[src/rtl/ram_arbiter.sv]
// Two-requester round-robin arbiter and clear-on-reset sequencer for a 64x8 single-port RAM.
// Define RAM_ARB_STATS_EN to add saturating per-requester grant counters.
module ram_arbiter #(
  parameter int ADDR_W = 6,
  parameter int DATA_W = 8,
  parameter logic [DATA_W-1:0] INIT_VAL = '0
) (
  input  logic              i_clk,
  input  logic              i_rst_n,
  input  logic              i_a_valid,
  output logic              o_a_ready,
  input  logic              i_a_we,
  input  logic [ADDR_W-1:0] i_a_addr,
  input  logic [DATA_W-1:0] i_a_wdata,
  output logic              o_a_rvalid,
  output logic [DATA_W-1:0] o_a_rdata,
  input  logic              i_b_valid,
  output logic              o_b_ready,
  input  logic              i_b_we,
  input  logic [ADDR_W-1:0] i_b_addr,
  input  logic [DATA_W-1:0] i_b_wdata,
  output logic              o_b_rvalid,
  output logic [DATA_W-1:0] o_b_rdata,
  output logic              o_ram_ce,
  output logic              o_ram_we,
  output logic [ADDR_W-1:0] o_ram_addr,
  output logic [DATA_W-1:0] o_ram_wdata,
  input  logic [DATA_W-1:0] i_ram_rdata,
`ifdef RAM_ARB_STATS_EN
  output logic [15:0]       o_a_grant_cnt,
  output logic [15:0]       o_b_grant_cnt,
`endif
  output logic              o_init_done
);

  typedef enum logic {
    INIT,
    RUN
  } state_t;

  typedef struct packed {
    logic              we;
    logic [ADDR_W-1:0] addr;
    logic [DATA_W-1:0] wdata;
  } cmd_t;

  localparam logic [ADDR_W:0] CNT_ONE = {{ADDR_W{1'b0}}, 1'b1};

  state_t state_q;
  state_t state_d;

  logic [ADDR_W:0] cnt_q;
  logic [ADDR_W:0] cnt_d;

  logic init_done_d;
  logic prio_b_q;
  logic prio_b_d;

  logic gnt_a;
  logic gnt_b;
  logic acc_a;
  logic acc_b;
  logic acc;
  cmd_t sel;

  logic              ram_ce_d;
  logic              ram_we_d;
  logic [ADDR_W-1:0] ram_addr_d;
  logic [DATA_W-1:0] ram_wdata_d;

  // Stage 1 lines up with the command on the RAM bus,
  // stage 2 with the RAM read data; tag 1 means B.
  logic s1_rd_q;
  logic s1_tag_q;
  logic s2_rd_q;
  logic s2_tag_q;

  always_comb begin
    gnt_a = 1'b0;
    gnt_b = 1'b0;
    if (state_q == RUN) begin
      unique case (1'b1)
        (i_a_valid && !i_b_valid): gnt_a = 1'b1;
        (!i_a_valid && i_b_valid): gnt_b = 1'b1;
        (i_a_valid && i_b_valid): begin
          if (prio_b_q) gnt_b = 1'b1;
          else          gnt_a = 1'b1;
        end
        default: ;
      endcase
    end
  end

  assign o_a_ready = gnt_a;
  assign o_b_ready = gnt_b;
  assign acc_a     = gnt_a & i_a_valid;
  assign acc_b     = gnt_b & i_b_valid;
  assign acc       = acc_a | acc_b;

  always_comb begin
    sel = '{we: i_a_we, addr: i_a_addr, wdata: i_a_wdata};
    if (acc_b) begin
      sel = '{we: i_b_we, addr: i_b_addr, wdata: i_b_wdata};
    end
  end

  always_comb begin
    state_d     = state_q;
    cnt_d       = cnt_q;
    init_done_d = o_init_done;
    prio_b_d    = prio_b_q;
    ram_ce_d    = 1'b0;
    ram_we_d    = o_ram_we;
    ram_addr_d  = o_ram_addr;
    ram_wdata_d = o_ram_wdata;
    unique case (state_q)
      INIT: begin
        // The extra counter bit marks "last address already issued".
        if (cnt_q[ADDR_W]) begin
          state_d     = RUN;
          init_done_d = 1'b1;
        end else begin
          ram_ce_d    = 1'b1;
          ram_we_d    = 1'b1;
          ram_addr_d  = cnt_q[ADDR_W-1:0];
          ram_wdata_d = INIT_VAL;
          cnt_d       = cnt_q + CNT_ONE;
        end
      end
      RUN: begin
        if (acc) begin
          ram_ce_d    = 1'b1;
          ram_we_d    = sel.we;
          ram_addr_d  = sel.addr;
          ram_wdata_d = sel.wdata;
          prio_b_d    = acc_a;
        end
      end
      default: ;
    endcase
  end

  always_ff @(posedge i_clk or negedge i_rst_n) begin
    if (!i_rst_n) begin
      state_q     <= INIT;
      cnt_q       <= '0;
      o_init_done <= 1'b0;
      prio_b_q    <= 1'b0;
      o_ram_ce    <= 1'b0;
      o_ram_we    <= 1'b0;
      o_ram_addr  <= '0;
      o_ram_wdata <= '0;
    end else begin
      state_q     <= state_d;
      cnt_q       <= cnt_d;
      o_init_done <= init_done_d;
      prio_b_q    <= prio_b_d;
      o_ram_ce    <= ram_ce_d;
      o_ram_we    <= ram_we_d;
      o_ram_addr  <= ram_addr_d;
      o_ram_wdata <= ram_wdata_d;
    end
  end

  always_ff @(posedge i_clk or negedge i_rst_n) begin
    if (!i_rst_n) begin
      s1_rd_q    <= 1'b0;
      s1_tag_q   <= 1'b0;
      s2_rd_q    <= 1'b0;
      s2_tag_q   <= 1'b0;
      o_a_rvalid <= 1'b0;
      o_b_rvalid <= 1'b0;
      o_a_rdata  <= '0;
      o_b_rdata  <= '0;
    end else begin
      s1_rd_q    <= acc & ~sel.we;
      s1_tag_q   <= acc_b;
      s2_rd_q    <= s1_rd_q;
      s2_tag_q   <= s1_tag_q;
      o_a_rvalid <= s2_rd_q & ~s2_tag_q;
      o_b_rvalid <= s2_rd_q & s2_tag_q;
      if (s2_rd_q && !s2_tag_q) o_a_rdata <= i_ram_rdata;
      if (s2_rd_q && s2_tag_q)  o_b_rdata <= i_ram_rdata;
    end
  end

`ifdef RAM_ARB_STATS_EN
  always_ff @(posedge i_clk or negedge i_rst_n) begin
    if (!i_rst_n) begin
      o_a_grant_cnt <= '0;
      o_b_grant_cnt <= '0;
    end else begin
      if (acc_a && o_a_grant_cnt != 16'hFFFF) begin
        o_a_grant_cnt <= o_a_grant_cnt + 16'd1;
      end
      if (acc_b && o_b_grant_cnt != 16'hFFFF) begin
        o_b_grant_cnt <= o_b_grant_cnt + 16'd1;
      end
    end
  end
`endif

endmodule

[config.mk]
export PLATFORM = sky130hd
export DESIGN_NAME = ram_arbiter
export DESIGN_NICKNAME = d
export VERILOG_FILES = /design/src/rtl/ram_arbiter.sv
export SDC_FILE = /design/constraint.sdc
export NUM_CORES = 1
export LEC_CHECK = 0
export CAP_MARGIN = 5
export CORE_MARGIN = 2
export CORE_UTILIZATION = 39
export DETAILED_ROUTE_END_ITERATION = 8
export GPL_TIMING_DRIVEN = 0
export PLACE_DENSITY = 0.76
export SETUP_SLACK_MARGIN = 0.05
export SLEW_MARGIN = 25
export SYNTH_ARGS = -nofsm -noshare
export SYNTH_HDL_FRONTEND = slang
export SYNTH_SLANG_ARGS = --single-unit
[constraint.sdc]
create_clock -name i_clk -period 1.2 [get_ports i_clk]
set_input_delay 0.3 -clock i_clk [delete_from_list [all_inputs] [get_ports i_clk]]
set_output_delay 0.3 -clock i_clk [all_outputs]
set_load 0.05 [all_outputs]
# --- Word level (Yosys, flattened, before mapping) ---
# Cells that the tools add are included.
word_totals:
  elab_cells: 64
  in_bits: 42
  reg_bits: 48
  output_inout_bits: 37
classes:
  bitwise: 10
  n_reduce_logical: 12
  n_eq_ne: 2
  addsub: 1
  n_mux: 22
ops:
  columns: ["cell", "n"]
  rows:
  - ["$mux W8", 2]
  - ["$pmux W8 S2", 1]
  - ["$mux W15", 1]
  - ["$mux W6", 2]
  - ["$pmux W6 S2", 1]
  - ["$mux W1", 10]
  - ["$pmux W1 S2", 4]
  - ["$reduce_and A2 Y1", 4]
  - ["$add A7 B1 Y7 const B", 1]
  - ["$mux W7", 1]
  - ["$and A1 B1 Y1", 5]
  - ["$logic_and A1 B1 Y1", 5]
  - ["$not A1 Y1", 4]
  - ["$logic_not A1 Y1", 3]
  - ["$ne A2 B1 Y1 const B", 1]
  - ["$ne A2 B2 Y1 const B", 1]
  - ["$or A1 B1 Y1", 1]

# --- Longest topological paths before layout ---
# Gate-level depths: netlist of run 1.
depth:
  depth_word: 8
  mapped_depth: 7
  mapped_depth_nobuf: 5

# --- Least setup slack after synthesis of run 1 ---
# OpenSTA, ideal clock, no wires.
synth_timing:
  kind: "register to output"
  from: "reg prio_b_q"
  to: "out o_b_ready"
  arrival_ns: 1.340
  t_required_ns: 0.900
  path_stages_with_launch: 4
  path_slack_ns: -0.440
  n_path_buf: 1
  path_cell_list: "dfrtp_1 o21ai_4 buf_6 nor2_1"
synth_via:
  elab_chain_cells: 3
synth_rtl:
  columns: ["element", "line", "rtl"]
  rows:
  - ["start: declaration", "56", "logic prio_b_q;"]
  - ["start signal: assignment", "157", "prio_b_q <= prio_b_d;"]
  - ["$mux W1", "86", "if (prio_b_q) gnt_b = 1'b1;"]
  - ["$pmux W1 S2", "82", "unique case (1'b1)"]
  - ["$mux W1", "81", "if (state_q == RUN) begin"]
  - ["end: declaration", "18", "output logic o_b_ready,"]
# Every way passes these cells.

# --- Worst setup path in the final report of run 1 ---
# Same ends and word-level chain as after synthesis.

==> metrics.txt, run 1 <==
Fin. Hold Viols=0; Critical Path Sink Type=output pin; post-DR vias/cell=4.811; Clock Power Share=35.7%; setup ws final=-0.3346 ns; antenna-violating nets left=0; CTS Root Cell=clkbuf_8; diode count=0; # DRC=0; Max Cap Violations=0; post-route cell area=3546 sq um; shortest period the worst path allows=1.535 ns; #FFs+latches synth=48; period utilization=127.9%; hold path depth=0; detailed-route wire length per cell=15.18 um; Fin Hold WS=0.3696 ns; DP Area=2924 sq um; relative slew slack=76.81%; internal power=2466 uW; Pins Over Slew Limit=0; latest clock arrival within the worst-skew pair=0.29 ns; commonest non-fill, non-tap cell in the layout=dfrtp_1; core area=4817 sq um; TritonRoute pass-1 iters=4; Final Util=73.61%; hpwl dp=3333 um; CP arrival=1.23 ns; Total GRT Usage=17.84%; Area growth syn-to-layout=79.59%; Netlist Area Pre-Place=1974 sq um; first-pass GRT wire length=7555 um; crit path buf inv count=2; clock buffer depth=2; Sw Share=21.60%; largest net degree at the start of global routing=20; Logic pwr share=12.1%; Total Power=3145 uW; clk sinks=48; Cells after Synth=155; IO buf count=78; Die Span X=75.15 um; CP Cell Sequence=o21ai_4, buf_12, nor2_4, buf_6; H-tree depth=2; post-synth cell types=30; reg2reg path depth=8; CTS tree=done; skew final=0.006115 ns; crit path launch type=flop; Max FO, Critical Path=4; initial antenna violation count=0; PD cells=886.9 nW/um^2; measured slew at the worst slew-check pin=0.3479 ns; vias=1679; initial drt markers=43; fraction of power consumed by sequential logic=52.1%; RSZ-0062 raised after global routing=true; clock-pin slew on the worst setup and hold paths=0.09 ns; leakage power=0.001709 uW; failing checks=negative setup slack; Hold Path Class=reg2reg; Worst path slowest cell=dfrtp_2; setup TNS=-4.423 ns; Initial Util=40.99%; sequential area share after synthesis=60.84%; peak supply drop=0.0006255 V; fill count=336; Critical Path RT=0.90 ns; Avg Inst Size Synth=12.74 sq um; Synth Warn #=0; CP Depth=4; # rows=25; gr ovfl total=0; CTS buffer count=5; Critical Setup Path Class=reg2out; critical hold path startpoint=s1_tag_q; FF-to-FF Start=state_q; share of cells above drive strength 1=47.87%; final setup fails=24; fin nets=324; worst stage delay on the critical path=0.45 ns; Total Wirelength=5297 um; Top Family by Delay on Critical Path=flip-flops; most frequent cells in the layout=dfrtp_1 (47), buf_6 (46), clkdlybuf4s50_1 (38); Net Count, Synth=198; GPL Wtd Cong=0.6990; crit path from=prio_b_q; die area=5648 sq um; number of global-route vias before repair=1585; f_max=0.6516 GHz; status=complete, but fails checks; Die H=75.15 um; Ports=79; Psw=679.3 uW
-- logic make-up after synthesis --
kind of cell	synth area share, %
multiplexers	16.79
buffers and inverters	2.788
XOR/XNOR	2.218
flip-flops	60.84
adder cells (fa/ha/maj)	0.6336
AND/OR/NAND/NOR	8.556
AO/OA/AOI/OAI	8.175
-- registers in the layout, summed over array words and instances, names as in the netlist --
name,flops
prio_b_q,1
o_ram_wdata,8
o_b_rdata,8
state_q,1
s1_tag_q,1
s2_tag_q,1
o_b_rvalid,1
o_a_rdata,8
o_init_done,1
o_ram_we,1
s1_rd_q,1
s2_rd_q,1
o_a_rvalid,1
cnt_q,7
o_ram_addr,6
o_ram_ce,1
-- per-stage QoR --
| step | worst slack (ns) | cells |
|---|---|---|
| after floorplan | -0.07179 | 155 |
| after global placement | -1.480 | 300 |
| after detailed placement | -1.413 | 302 |
| after CTS | -0.3578 | 326 |
| after global routing | -0.3852 | 349 |
| final | -0.3346 | 349 |
-- final cells by class --
cell class                      instances  area, sq um  share of cell area, %
Sequential cell                        48         1202                  33.91
Multi-Input combinational cell         97        850.8                  23.99
Buffer                                  5        61.31                  1.729
Inverter                                5        22.52                 0.6351
Clock buffer                            6        72.57                  2.047
Tap cell                               67        83.83                  2.364
Clock inverter                          2        35.03                 0.9880
Timing Repair Buffer                  119         1217                  34.33
-- power by group through the flow --
stage / Combinational [uW] / Clock [uW] / Sequential (uW)
after floorplan: 64.3 / 0 / 1720
final: 382 / 1120 / 1640
after detailed placement: 348 / 0 / 1670
after global routing: 410 / 1220 / 1640
after CTS: 370 / 1150 / 1640
after global placement: 323 / 0 / 1670
-- worst paths after layout --
check / end / slack, ns
min reg2reg: s2_tag_q / 0.37
min: s2_tag_q / 0.37
min in group asynchronous: s2_tag_q / 0.44
max in group asynchronous: o_ram_addr[5] / 0.18
max: o_b_ready / -0.33
max reg2reg: o_ram_wdata[7] / -0.25
-- per-layer routing --
metal / share of wire, % / track usage, % / vias to the layer above / wire, um
met1: 40 / 21.99 / 830 / 2137
met5: 0 / 0 / - / 0
li1: - / - / 790 / -
met3: 6.3 / 4.819 / 4 / 336
met4: 0.59 / 4.094 / 0 / 31
met2: 53 / 31.38 / 55 / 2791
-- synth_stat cells, drive strengths merged --
master | number | area, sq um
ha | 1 | 12.51
o22ai | 1 | 6.260
mux2i | 14 | 140.1
nand2 | 15 | 58.81
and2 | 1 | 6.260
nor2b | 1 | 6.260
dfrtp | 48 | 1201
o21ai | 16 | 95.09
buf | 5 | 36.28
a31oi | 1 | 6.260
and3 | 7 | 43.79
nand4 | 1 | 6.260
nand2b | 3 | 26.27
a2bb2oi | 1 | 8.760
nor2 | 5 | 21.27
inv | 5 | 18.77
a41o | 1 | 10.01
xnor2 | 3 | 26.28
mux2 | 17 | 191.4
a21oi | 7 | 35.03
xor2 | 2 | 17.52
-- what timing repair did --
action / CTS / global route
endpoints found under the hold margin: 11 / 0
pin swaps: 3 / 12
endpoints found under the setup margin: 74 / 66
gates resized for setup: 276 / 33
cloned: 2 / 0
setup buffers: 13 / 23
hold buffers: 1 / 0
Note: power is estimated with default switching activity, not from simulation.
==> run 2: changes to the inputs <==
- CORE_MARGIN: 2 -> 5
- CORE_UTILIZATION: 39 -> 33
- PLACE_DENSITY: 0.76 -> 0.66
==> metrics.txt, run 2 (synthesis results as in run 1) <==
status=complete, but fails checks (unchanged); failing checks=negative hold slack, negative setup slack (was negative setup slack); post-DR vias/cell=4.611 (was 4.811); IO buf count=78 (unchanged); Max Cap Violations=0 (unchanged); number of global-route vias before repair=1635 (was 1585); Critical Setup Path Class=reg2out (unchanged); gr ovfl total=0 (unchanged); f_max=0.6397 GHz (was 0.6516 GHz); skew final=0.002349 ns (was 0.006115 ns); Total GRT Usage=13.59% (was 17.84%); relative slew slack=59.89% (was 76.81%); core area=5886 sq um (was 4817 sq um); leakage power=0.001648 uW (was 0.001709 uW); Total Power=3005 uW (was 3145 uW); final setup fails=28 (was 24); H-tree depth=2 (unchanged); Fin Hold WS=-0.00005845 ns (was 0.3696 ns); TritonRoute pass-1 iters=4 (unchanged); DP Cell Count=308 (was 302); period utilization=130.3% (was 127.9%); initial drt markers=21 (was 43); clock buffer depth=2 (unchanged); vias=1614 (was 1679); Critical Path Sink Type=output pin (unchanged); commonest non-fill, non-tap cell in the layout=dfrtp_1 (unchanged); CTS Root Cell=clkbuf_8 (unchanged); initial antenna violation count=0 (unchanged); Worst path slowest cell=dfrtp_1 (was dfrtp_2); Area growth syn-to-layout=76.24% (was 79.59%); metal3 WL=321 um (was 336 um); CTS tree=done (unchanged); first-pass GRT wire length=7983 um (was 7555 um); CTS buffer count=5 (unchanged); Initial Util=33.55% (was 40.99%); Die H=87.35 um (was 75.15 um); setup TNS=-5.346 ns (was -4.423 ns); measured slew at the worst slew-check pin=0.6017 ns (was 0.3479 ns); hpwl dp=3369 um (was 3333 um); CP Cell Sequence=buf_6, clkinvlp_4, nor2_4, buf_8 (was o21ai_4, buf_12, nor2_4, buf_6); Pins Over Slew Limit=0 (unchanged); die area=7630 sq um (was 5648 sq um); Hold Buf Count CTS=0 (was 1); latest clock arrival within the worst-skew pair=0.30 ns (was 0.29 ns); Hold Path Class=in2async (was reg2reg); antenna-violating nets left=0 (unchanged); post-route cell area=3480 sq um (was 3546 sq um); Die Span X=87.35 um (was 75.15 um); clk sinks=48 (unchanged); Max FO, Critical Path=5 (was 4); diode count=0 (unchanged); CP arrival=1.26 ns (was 1.23 ns); setup ws final=-0.3633 ns (was -0.3346 ns); worst stage delay on the critical path=0.39 ns (was 0.45 ns); reg2reg path depth=8 (unchanged); WL met2=2485 um (was 2791 um); Top Registers=o_a_rdata (8), o_b_rdata (8), o_ram_wdata (8) (unchanged); Critical Path RT=0.90 ns (about the same); share of cells above drive strength 1=49.82% (was 47.87%); crit path launch type=flop (unchanged); DP Area=2882 sq um (was 2924 sq um); Ports=79 (unchanged); final non-filler cell total=350 (was 349); largest net degree at the start of global routing=49 (was 20); clock-pin slew on the worst setup and hold paths=0.09 ns (about the same); M1 wire length=2435 um (was 2137 um); peak supply drop=0.0004682 V (was 0.0006255 V); most frequent cells in the layout=dfrtp_1 (47), buf_6 (46), clkdlybuf4s50_1 (38) (unchanged); fin nets=317 (was 324); detailed-route wire length per cell=15.09 um (was 15.18 um); Fin. Hold Viols=1 (was 0); Total Wirelength=5283 um (was 5297 um); # DRC=0 (unchanged); GPL Wtd Cong=0.7773 (was 0.6990); RSZ-0062 raised after global routing=true (unchanged); PD cells=863.5 nW/um^2 (was 886.9 nW/um^2); DR top layer=met4 (unchanged); # rows=28 (was 25); shortest period the worst path allows=1.563 ns (was 1.535 ns)
-- run 2: metal layers --
| metal | up-vias | global-route usage, % |
|---|---|---|
| met3 | 5 | 3.784 |
| met1 | 781 | 17.91 |
| li1 | 775 | - |
| met2 | 53 | 21.92 |
| met5 | - | 0 |
| met4 | 0 | 3.766 |
-- run 2: worst paths after layout --
kind / slack (ns) / start / to
min reg2reg: 0.36 / s1_rd_q / s2_rd_q
min in group i_clk: 0.36 / s1_rd_q / s2_rd_q
max reg2reg: -0.28 / state_q / o_ram_addr[5]
max in group asynchronous: 0.76 / i_rst_n / prio_b_q
min: -0.00006 / i_rst_n / o_a_rdata[7]
max: -0.36 / state_q / o_b_ready
-- run 2: power breakdown --
| group | internal [uW] | switching (uW) | leakage [uW] |
|---|---|---|---|
| logic | 198 | 159 | 0.000988 |
| clock network | 467 | 543 | 0.0000434 |
| registers | 1630 | 9.40 | 0.000616 |
| total | 2290 | 711 | 0.00165 |
-- run 2: cell type report --
class / count / area, sq um
Fill cell: 509 / 2406
Sequential cell: 48 / 1202
Timing Repair Buffer: 112 / 1127
Multi-Input combinational cell: 97 / 874.6
Tap cell: 75 / 93.84
Clock buffer: 6 / 82.58
Buffer: 5 / 61.31
Inverter: 5 / 22.52
Clock inverter: 2 / 15.01
-- run 2: per-stage QoR --
step	hold slack (ns)	worst slack (ns)	utilization, %
3_5_place_dp	0.3419	-1.436	48.96
2_1_floorplan	0.004409	-0.07179	-
6_report	-0.00005845	-0.3633	59.12
3_3_place_gp	0.3334	-1.553	49.00
5_1_grt	0.04284	-0.4072	59.12
4_1_cts	0.02003	-0.3602	54.38
-- run 2: critical path: cells and delay by family (launching register included) --
family        cells  cell delay [ns]
simple gates      1             0.15
buf+inv           3             0.43
flops             1             0.39
-- run 2: timing repair --
item | CTS | global route
cloned | 2 | 0
gates resized for setup | 287 | 31
setup endpoints to repair | 73 | 63
setup buffers | 11 | 21
pin swaps | 4 | 6
endpoints found under the hold margin | 0 | 0
==> run 3: changes to the inputs <==
- CAP_MARGIN: 5 -> not set
- PLACE_DENSITY: 0.66 -> not set
- PLACE_DENSITY_LB_ADDON: not set -> 0.08
==> metrics.txt, run 3 (synthesis results as in run 1) <==
gr ovfl total=0 (unchanged); Top Registers=o_a_rdata (8), o_b_rdata (8), o_ram_wdata (8) (unchanged); commonest non-fill, non-tap cell in the layout=buf_6 (was dfrtp_1); measured slew at the worst slew-check pin=0.6031 ns (was 0.6017 ns); crit path buf inv count=2 (was 3); Critical Path Sink Type=output pin (unchanged); post-route cell area=3628 sq um (was 3480 sq um); shortest period the worst path allows=1.531 ns (was 1.563 ns); crit path launch type=flop (unchanged); Die Span X=87.35 um (unchanged); Hold Buf Count CTS=0 (unchanged); leakage power=0.001710 uW (was 0.001648 uW); Total GRT Usage=13.98% (was 13.59%); Max Cap Violations=0 (unchanged); PD cells=875.4 nW/um^2 (was 863.5 nW/um^2); M1 wire length=2164 um (was 2435 um); # DRC=0 (unchanged); Worst path slowest cell=dfrtp_1 (unchanged); Max FO, Critical Path=3 (was 5); largest net degree at the start of global routing=49 (unchanged); Critical Setup Path Class=reg2out (unchanged); FF-to-FF Start=prio_b_q (was state_q); cell mode on critical path=buf_8; Hold Path Class=in2async (unchanged); Area growth syn-to-layout=83.78% (was 76.24%); vias=1675 (was 1614); Final Util=61.65% (was 59.12%); fin nets=324 (was 317); f_max=0.6532 GHz (was 0.6397 GHz); Pins Over Slew Limit=0 (unchanged); first-pass GRT wire length=8107 um (was 7983 um); number of global-route vias before repair=1604 (was 1635); hpwl dp=3369 um (about the same); clock buffer depth=2 (unchanged); CTS buffer count=5 (unchanged); failing checks=negative hold slack, negative setup slack (unchanged); initial drt markers=38 (was 21); antenna-violating nets left=0 (unchanged); TritonRoute pass-1 iters=2 (was 4); CP Cell Sequence=o21ai_4, buf_8, nor2_4, buf_8 (was buf_6, clkinvlp_4, nor2_4, buf_8); Die H=87.35 um (unchanged); initial antenna violation count=0 (unchanged); status=complete, but fails checks (unchanged); DR top layer=met4 (unchanged); metal3 WL=361 um (was 321 um); H-tree depth=2 (unchanged); # rows=28 (unchanged); worst stage delay on the critical path=0.42 ns (was 0.39 ns); Fin Hold WS=-0.002133 ns (was -0.00005845 ns); crit path from=prio_b_q (was state_q); relative slew slack=59.79% (was 59.89%); Fin. Hold Viols=2 (was 1); core area=5886 sq um (unchanged); Initial Util=33.55% (unchanged); clk sinks=48 (unchanged); RSZ-0062 raised after global routing=true (unchanged); IO buf count=78 (unchanged); GPL Wtd Cong=0.7235 (was 0.7773); Ports=79 (unchanged); setup ws final=-0.3310 ns (was -0.3633 ns); Top Family by Delay on Critical Path=flip-flops (was buffers and inverters); die area=7630 sq um (unchanged); CP arrival=1.23 ns (was 1.26 ns); share of cells above drive strength 1=53.55% (was 49.82%); WL met2=2829 um (was 2485 um); Critical Path RT=0.90 ns (about the same); CTS Root Cell=clkbuf_8 (unchanged); final setup fails=26 (was 28); post-DR vias/cell=4.692 (was 4.611); most frequent cells in the layout=buf_6 (52), dfrtp_1 (48), clkdlybuf4s50_1 (38) (was dfrtp_1 (47), buf_6 (46), clkdlybuf4s50_1 (38)); fill count=497 (was 509); detailed-route wire length per cell=15.38 um (was 15.09 um); DP Area=2882 sq um (unchanged); latest clock arrival within the worst-skew pair=0.30 ns (about the same); pre-CTS WS=-1.448 ns (was -1.436 ns); Total Wirelength=5492 um (was 5283 um); clock-pin slew on the worst setup and hold paths=0.09 ns (about the same); period utilization=127.6% (was 130.3%); peak supply drop=0.0005231 V (was 0.0004682 V); skew final=0.005618 ns (was 0.002349 ns); CTS tree=done (unchanged); diode count=0 (unchanged)
[run 3: cell types whose count changed in the layout (fill, tap and decap cells not counted), moves of 2 or more]
cell / previous run / this run
and3_1: 6 / 1
and3_4: 1 / 6
buf_6: 46 / 52
mux2i_1: 11 / 9
nand2_1: 12 / 10
nand2_2: 2 / 4
nor2_1: 0 / 2
nor2_2: 2 / 0
[run 3: cell type report]
| class | count | area, sq um | share of cell area (%) |
|---|---|---|---|
| plain buffers | 5 | 56.30 | 1.552 |
| clock buffers | 5 | 68.82 | 1.897 |
| repair buffers | 119 | 1222 | 33.69 |
| clock inverters | 3 | 42.54 | 1.172 |
| well taps | 75 | 93.84 | 2.586 |
| inverters | 5 | 22.52 | 0.6207 |
| flip-flops and latches | 48 | 1201 | 33.10 |
| multi-input cells | 97 | 920.9 | 25.38 |
[run 3: path summary, 6_finish.rpt]
path	slack (ns)	depth (start not counted)	end
hold reg to reg	0.35	0	s2_tag_q
min in group i_clk	0.35	0	s2_tag_q
setup / recovery	-0.33	4	o_b_ready
setup reg to reg	-0.24	6	o_ram_wdata[6]
max in group asynchronous	0.79	1	o_ram_addr[3]
hold / removal	-0.002	1	o_b_rdata[0]
[run 3: stage by stage]
step                      total power [uW]  TNS (ns)  cells
after global routing                  3316    -5.874    357
after global placement                1994    -98.95    308
after CTS                             3200    -4.212    347
final                                 3176    -4.318    357
after floorplan                       1782   -0.4558    155
after detailed placement              1995    -22.84    308
[run 3: timing repair]
item,CTS,global route
setup endpoints to repair,73,72
cloned,3,0
pin swaps,12,11
resized for setup,305,32
buffers inserted,28,12
[run 3: worst reg2reg max path: cells and delay by family (launching register included)]
family | cells | cell delay, ns
flip-flops | 1 | 0.42
AO/OA/AOI/OAI | 2 | 0.29
buffers and inverters | 3 | 0.40
multiplexers | 1 | 0.21
[run 3: metal layers]
| layer | vias up | track usage (%) |
|---|---|---|
| met4 | 0 | 5.300 |
| met5 | - | 0 |
| li1 | 796 | - |
| met3 | 11 | 4.447 |
| met1 | 821 | 16.38 |
| met2 | 47 | 23.77 |
[run 3: where the power goes]
| group | total (uW) | switching [uW] | internal (uW) | leakage [uW] |
|---|---|---|---|---|
| logic | 383 | 167 | 216 | 0.00104 |
| clock network | 1150 | 538 | 617 | 0.0000541 |
| registers | 1640 | 9.19 | 1630 | 0.000618 |
| total | 3180 | 714 | 2460 | 0.00171 |
